[src/rtl/byte_word_packer.sv]
// Packs a valid/ready byte stream into 32-bit genericUnion_t words with a one-word output register.
// Optional BYTE_PACKER_LAST_EN adds in_last (early word completion) and the out_keep lane mask.
module byte_word_packer #(
  parameter int unsigned FIRST_BYTE_MSB = 1
) (
  input  logic        clk,
  input  logic        rst_n,
  input  logic        in_valid,
  output logic        in_ready,
  input  logic [7:0]  in_data,
`ifdef BYTE_PACKER_LAST_EN
  input  logic        in_last,
`endif
  output logic        out_valid,
  input  logic        out_ready,
`ifdef BYTE_PACKER_LAST_EN
  output logic [3:0]  out_keep,
`endif
  output logic [31:0] out_data
);

  logic [1:0]       cnt_q, cnt_d;
  logic [2:0][7:0]  asm_q, asm_d;
  logic [3:0][7:0]  data_q, data_d;
  logic             valid_q, valid_d;
  logic             last_byte;
  logic             completes;
  logic             accept;
`ifdef BYTE_PACKER_LAST_EN
  logic [3:0]       keep_q, keep_d;
`endif

  // Byte position within a word (arrival order) to output lane.
  function automatic logic [1:0] lane_of(input logic [1:0] pos);
    return (FIRST_BYTE_MSB != 0) ? ~pos : pos;
  endfunction

`ifdef BYTE_PACKER_LAST_EN
  assign last_byte = in_last;
`else
  assign last_byte = 1'b0;
`endif

  assign completes = (cnt_q == 2'd3) || last_byte;
  assign in_ready  = !(completes && valid_q && !out_ready);
  assign accept    = in_valid && in_ready;

  always_comb begin
    cnt_d   = cnt_q;
    asm_d   = asm_q;
    data_d  = data_q;
    valid_d = valid_q;
`ifdef BYTE_PACKER_LAST_EN
    keep_d  = keep_q;
`endif
    if (valid_q && out_ready) begin
      valid_d = 1'b0;
    end
    if (accept) begin
      if (completes) begin
        // Positions at or above cnt are unfilled and stay zero.
        data_d = '0;
`ifdef BYTE_PACKER_LAST_EN
        keep_d = '0;
`endif
        for (int unsigned p = 0; p < 3; p++) begin
          if (p[1:0] < cnt_q) begin
            data_d[lane_of(p[1:0])] = asm_q[p[1:0]];
`ifdef BYTE_PACKER_LAST_EN
            keep_d[lane_of(p[1:0])] = 1'b1;
`endif
          end
        end
        data_d[lane_of(cnt_q)] = in_data;
`ifdef BYTE_PACKER_LAST_EN
        keep_d[lane_of(cnt_q)] = 1'b1;
`endif
        valid_d = 1'b1;
        cnt_d   = 2'd0;
        asm_d   = '0;
      end else begin
        for (int unsigned p = 0; p < 3; p++) begin
          if (p[1:0] == cnt_q) begin
            asm_d[p[1:0]] = in_data;
          end
        end
        cnt_d = cnt_q + 2'd1;
      end
    end
  end

  always_ff @(posedge clk) begin
    if (!rst_n) begin
      cnt_q   <= '0;
      asm_q   <= '0;
      data_q  <= '0;
      valid_q <= 1'b0;
`ifdef BYTE_PACKER_LAST_EN
      keep_q  <= '0;
`endif
    end else begin
      cnt_q   <= cnt_d;
      asm_q   <= asm_d;
      data_q  <= data_d;
      valid_q <= valid_d;
`ifdef BYTE_PACKER_LAST_EN
      keep_q  <= keep_d;
`endif
    end
  end

  assign out_valid = valid_q;
  assign out_data  = data_q;
`ifdef BYTE_PACKER_LAST_EN
  assign out_keep  = keep_q;
`endif

endmodule

[config.mk]
export PLATFORM = sky130hd
export DESIGN_NAME = byte_word_packer
export DESIGN_NICKNAME = d
export VERILOG_FILES = /design/src/rtl/byte_word_packer.sv
export SDC_FILE = /design/constraint.sdc
export NUM_CORES = 1
export LEC_CHECK = 0
export BUFFER_PORTS_ARGS = -buffer_cell sky130_fd_sc_hd__buf_2
export CAP_MARGIN = 5
export CORE_UTILIZATION = 56
export CTS_CLUSTER_DIAMETER = 100
export DETAILED_ROUTE_END_ITERATION = 12
export GPL_TIMING_DRIVEN = 1
export PLACE_DENSITY_LB_ADDON = 0.3
export SLEW_MARGIN = 20
export SYNTH_ARGS = -nofsm -noshare
export SYNTH_HDL_FRONTEND = slang
export SYNTH_SLANG_ARGS = --single-unit
[constraint.sdc]
create_clock -name clk -period 2.1 [get_ports clk]
set_input_delay 0.315 -clock clk [delete_from_list [all_inputs] [get_ports clk]]
set_output_delay 0.315 -clock clk [all_outputs]
set_load 0.005 [all_outputs]
## Yosys cells after proc, flatten, opt, wreduce, memory -nomap -nowiden

Cells that the tools add are included.

- Flip-flop bits (word level): 59
- Output and inout bits: 34
- Word-level logic and storage cells: 54

- Add/sub/neg operators: 1
- Order comparisons: 5
- Equality and inequality tests: 3
- Muxes and demuxes: 20
- Bitwise logic cells: 1
- Reduce and logical (&&, ||, !) cells: 15

Operator list:

| operator | number |
|---|---|
| two-way mux 8 bit | 13 |
| bitwise mux 32 bit | 1 |
| two-way mux 24 bit | 1 |
| demux 8 bit (select 2 bit) | 1 |
| AND reduction 2 bit | 4 |
| nonzero test 2 bit | 3 |
| logical AND 1 bit | 5 |
| less-than comparator 1 x 2 -> 1 bit, first input constant | 2 |
| less-than comparator 2 x 3 -> 1 bit, second input constant | 1 |
| two-way mux 1 bit | 3 |
| adder 2 x 1 -> 2 bit, second input constant | 1 |
| == test 1 x 2 -> 1 bit, first input constant | 1 |
| == test 2 bit, first input constant | 1 |
| == test 2 bit, second input constant | 1 |
| >= comparator 2 x 1 -> 1 bit, second input constant | 1 |
| zero test 1 bit | 2 |
| zero test 2 bit | 1 |
| less-than comparator 2 bit, first input constant | 1 |
| two-way mux 2 bit | 1 |
| NOT 2 bit | 1 |

## Depth between registers and ports, before layout

- Word-level depth: 7
- Depth in mapped cells: 7

## Least setup slack after synthesis

Ideal clock, no wire load.

- Path kind: register to register
- Start: register cnt_q[1]
- End: register data_q (netlist bit out_data[21])
- Library setup time: 0.088 ns
- Arrival time: 1.553 ns
- Setup slack: 0.459 ns
- Stages on the path, launching flop included: 7
- Path through: dfxtp_1 clkbuf_1 inv_1 ha_1 clkbuf_1 nand3b_1 a311oi_2

- Cells in the longest elaborated chain, start to end: 6
- Elaborated cells on any way between the ends: 17
- Classes of those cells: order compare (3); eq/ne (1); mux (6); bitwise (1); reduce/logical (6)

Ends and longest elaborated chain:

| what | RTL line | RTL |
|---|---|---|
| from (decl) | 22 | `logic [1:0] cnt_q, cnt_d;` |
| from (signal assigned) | 102 | `cnt_q <= cnt_d;` |
| NOT 2 bit or == test 2 bit (tied branches) | 35, 44 |  |
| less-than comparator 2 x 3 -> 1 bit (not written as such), or another cell as far along | 74 | `data_d[lane_of(cnt_q)] = in_data;` |
| logical AND 1 bit, on equally long branches | 74, 45 |  |
| two-way mux 8 bit (not written as such) or zero test 1 bit (tied branches) | 74, 45 |  |
| demux 8 bit (select 2 bit) or logical AND 1 bit (tied branches) | 74, 46 |  |
| bitwise mux 32 bit or AND reduction 2 bit (tied branches) | -- |  |
| to (signal assigned) | 104 | `data_q <= data_d;` |
| to (decl) | 24 | `logic [3:0][7:0] data_q, data_d;` |

Several ways; a longest one is shown, not always the timed one. The select of a mux whose other input is x is not followed.
A chain may end at the register's enable or synchronous reset.

## Worst setup path in the final report

- Start: register cnt_q[0]
- End: output port in_ready

- Cells in the longest elaborated chain, start to end: 4

Ends and longest elaborated chain:

| what | RTL line | RTL |
|---|---|---|
| == test 2 bit | 44 | `assign completes = (cnt_q == 2'd3) \|\| last_byte;` |
| logical AND 1 bit (2 in series) | 45 | `assign in_ready = !(completes && valid_q && !out_ready);` |
| zero test 1 bit | 45 |  |
| to (decl) | 9 | `output logic in_ready,` |

Every way passes these cells.

==> reports/qor.csv <==
stage;metric;value;unit
setup_path;crit_path_end_kind;primary output;
setup_path;rr_worst_depth;5;
power;leakage;0.00120;µW
setup_path;required;1.78;ns
cts;cts_resized;0;
timing;slew_headroom;64.7;%
setup_path;path_class;reg2out;
yosys;synth.most_common_cell;dfxtp_1;
yosys;synth_cell_types;32;
yosys;syn_nets;315;
finish;finalInstanceArea;0.00318;mm²
finish;fin_nets;353;
floorplan;initial_core_util;58.3;%
detailed_routing;initialDrtViolationCount;168;
timing;min_period;1.91;ns
yosys;synth-seq-cells;59;
timing;finClkSkew;0.00418;ns
setup_path;r2r_slack;0.37;ns
finish;area_growth;14.5;%
floorplan;fp.dieArea;0.00524;mm²
setup_path;cpMaxStageDelayCell;dfxtp_1;
cts;h-tree-depth;3;
floorplan;fp.coreArea;0.00475;mm²
detailed_routing;wl;6350;µm
setup_path;worstPathBufferInverterCount;2;
setup_path;worst-path-stages;4;
detailed_routing;drcViolationCount;0;
timing;hold_violations;0;
timing;grt_setup_unrepaired;no;
power;p_seq_share;47.2;%
power;p_switching;605;µW
cts;cts_root_buf;clkbuf_8;
power;powerDensity;785;mW/mm²
timing;worst_slack;0.189;ns
yosys;syn_area_per_cell;9.31;µm²
cts;cts_hold_buffers;0;
yosys;yosys.area.top_type;dfxtp_1;
global_routing;grt.overflow.total;0;
timing;setup_tns;0;ns
yosys;synth.area.top_cells;dfxtp_1, mux2i_1, nand2_1;
yosys;synth.top_cell.area_share;42.6;%
power;power_frac_comb;10.4;%
worst_hold_path;hp-class;in2reg;
global_routing;grt_max_degree;43;
detailed_routing;wl_per_cell;15.6;µm
finish;final_cells;406;
placed_design;post_dp_cell_area;0.00297;mm²
global_routing;busiest_layer;met2;
worst_hold_path;hold_depth;3;
cts;tritoncts;built;
setup_path;critical_path_peak_fanout;13;
placed_design;dp_cells;392;
global_routing;grt_pass1_wl;10500;µm
detailed_routing;first_pass_iters;4;
timing;finalCritPeriodShare;91.0;%
setup_path;cp.arrival;1.60;ns
status;status;finished, final reports clean;
power;switching_share;24.3;%
yosys;syn_inst;298;
yosys;ys.flop_type;dfxtp_1;
finish;drive_above_1_share;26.3;%
cts;clock_path_buffers;2;
power;p_clk_share;42.4;%
placed_design;hpwl;4240;µm
global_routing;grt_usage;26.3;%
cts;cts_sinks;59;
finish;fill_cells;403;
power;ir_worst_vdd;0.464;mV
cts;cts_setup_buffers;0;
yosys;synth_edf_count;0;
cts;clock_latency;0.33;ns
floorplan;ioPinCount;46;
setup_path;crit_path_max_incr_delay;0.44;ns
yosys;syn_area;0.00277;mm²
yosys;ys_warn_count;0;
global_routing;grt_use_met2;40.8;%
timing;worstMarginPinSlew;0.529;ns
yosys;yosys-top-cells-count;dfxtp_1, nand2_1, a21oi_1;
setup_path;path_cells;ha_1 > and3b_4 > inv_1 > buf_2;
global_routing;grt_use_met1;36.0;%
floorplan;die_w;72.4;µm
yosys;seq_area_frac_synth;42.6;%
finish;diodes;0;
placed_design;io_buffers;45;
power;p_int;1890;µW
cts;cts_made_buffers;9;
timing;setup_viol;0;
floorplan;rows;25;
global_routing;grt_antenna_before_repair;0;
detailed_routing;drtAntennaViolNets;0;
yosys;synthArstFlopShare;0;%
finish;fin_util;66.8;%
global_routing;grt_pass1_vias;2133;
cts;clk_pin_slew;0.07;ns
detailed_routing;via_per_inst;5.67;
setup_path;crit_family;flip-flops;
job;drv_cap;0;
detailed_routing;via_count;2301;
placed_design;place_ws;0.420;ns
global_routing;gr-usage-met3;3.75;%
floorplan;die_y;72.4;µm
timing;slew_viol_final;0;
setup_path;startpoint_type;flop;
placed_design;gp_congestion;0.797;
timing;timing.fmax;0.523;GHz
==> registers in the layout (all words and copies together) (netlist names) <==
name,flops
out_data,32
asm_q,24
out_valid,1
cnt_q,2
==> area by class of cell <==
type,count,area (µm²),area share [%]
tap,67,83.8,2.64
clock inverter,2,35.0,1.10
clock buffer,12,165,5.20
sequential,59,1180,37.2
inverter,4,15.0,0.473
multi-input combinational,208,1400,44.2
timing repair buffer,54,293,9.22
==> cells in the final DEF, fill, tap and decap left out, drive strengths merged, types with 2 or more instances in the layout <==
master,count
mux2i,24
nand2b,2
clkinv,2
ha,5
clkbuf,12
dfxtp,59
nand3,8
nand3b,16
nand2,51
nor2,3
a311oi,16
nor2b,11
inv,3
a21oi,41
buf,54
a211oi,8
o21ai,18
==> worst paths after layout <==
check,from,endpoint
hold / removal,in_data[5],out_data[5]
hold reg to reg,asm_q[16],asm_q[16]
setup / recovery,cnt_q[0],in_ready
setup reg to reg,cnt_q[0],out_data[16]
==> logic make-up (layout without fill, tap and decap cells) <==
| kind of cell | after synthesis | in the layout | synth area share (%) |
|---|---|---|---|
| buffers and inverters | 31 | 72 | 6.95 |
| AOI/OAI and AO/OA | 85 | 85 | 21.7 |
| and+or+nand+nor | 94 | 94 | 17.8 |
| muxes | 24 | 24 | 8.66 |
| DFF | 59 | 59 | 42.6 |
| adders and majority gates | 5 | 5 | 2.26 |
==> routing by layer <==
layer	share of wire, %	vias to the layer above
met2	46	55
li1	-	1134
met4	2.1	0
met5	0	-
met1	49	1098
met3	2.9	14
==> worst register-to-register path, stage by stage, from the launching register on <==
cell and delay (ns):
dfxtp_1 0.44, ha_1 0.29, nand2_1 0.24, nor2_4 0.13, buf_4 0.32, a311oi_1 0.17
==> through the flow <==
step,hold slack [ns],total power (µW)
after global placement,0.444,1450
after detailed placement,0.449,1460
final,0.298,2490
after CTS,0.290,2500
after global routing,0.299,2580
after floorplan,0.435,1380
==> power by group through the flow <==
stage | clock network [µW] | logic (µW) | registers (µW)
2_1_floorplan | 0 | 184 | 1200
3_3_place_gp | 0 | 252 | 1200
3_5_place_dp | 0 | 257 | 1200
4_1_cts | 1060 | 258 | 1180
5_1_grt | 1110 | 284 | 1180
6_report | 1060 | 260 | 1180
No activity file was read; power rests on OpenSTA's default activity.
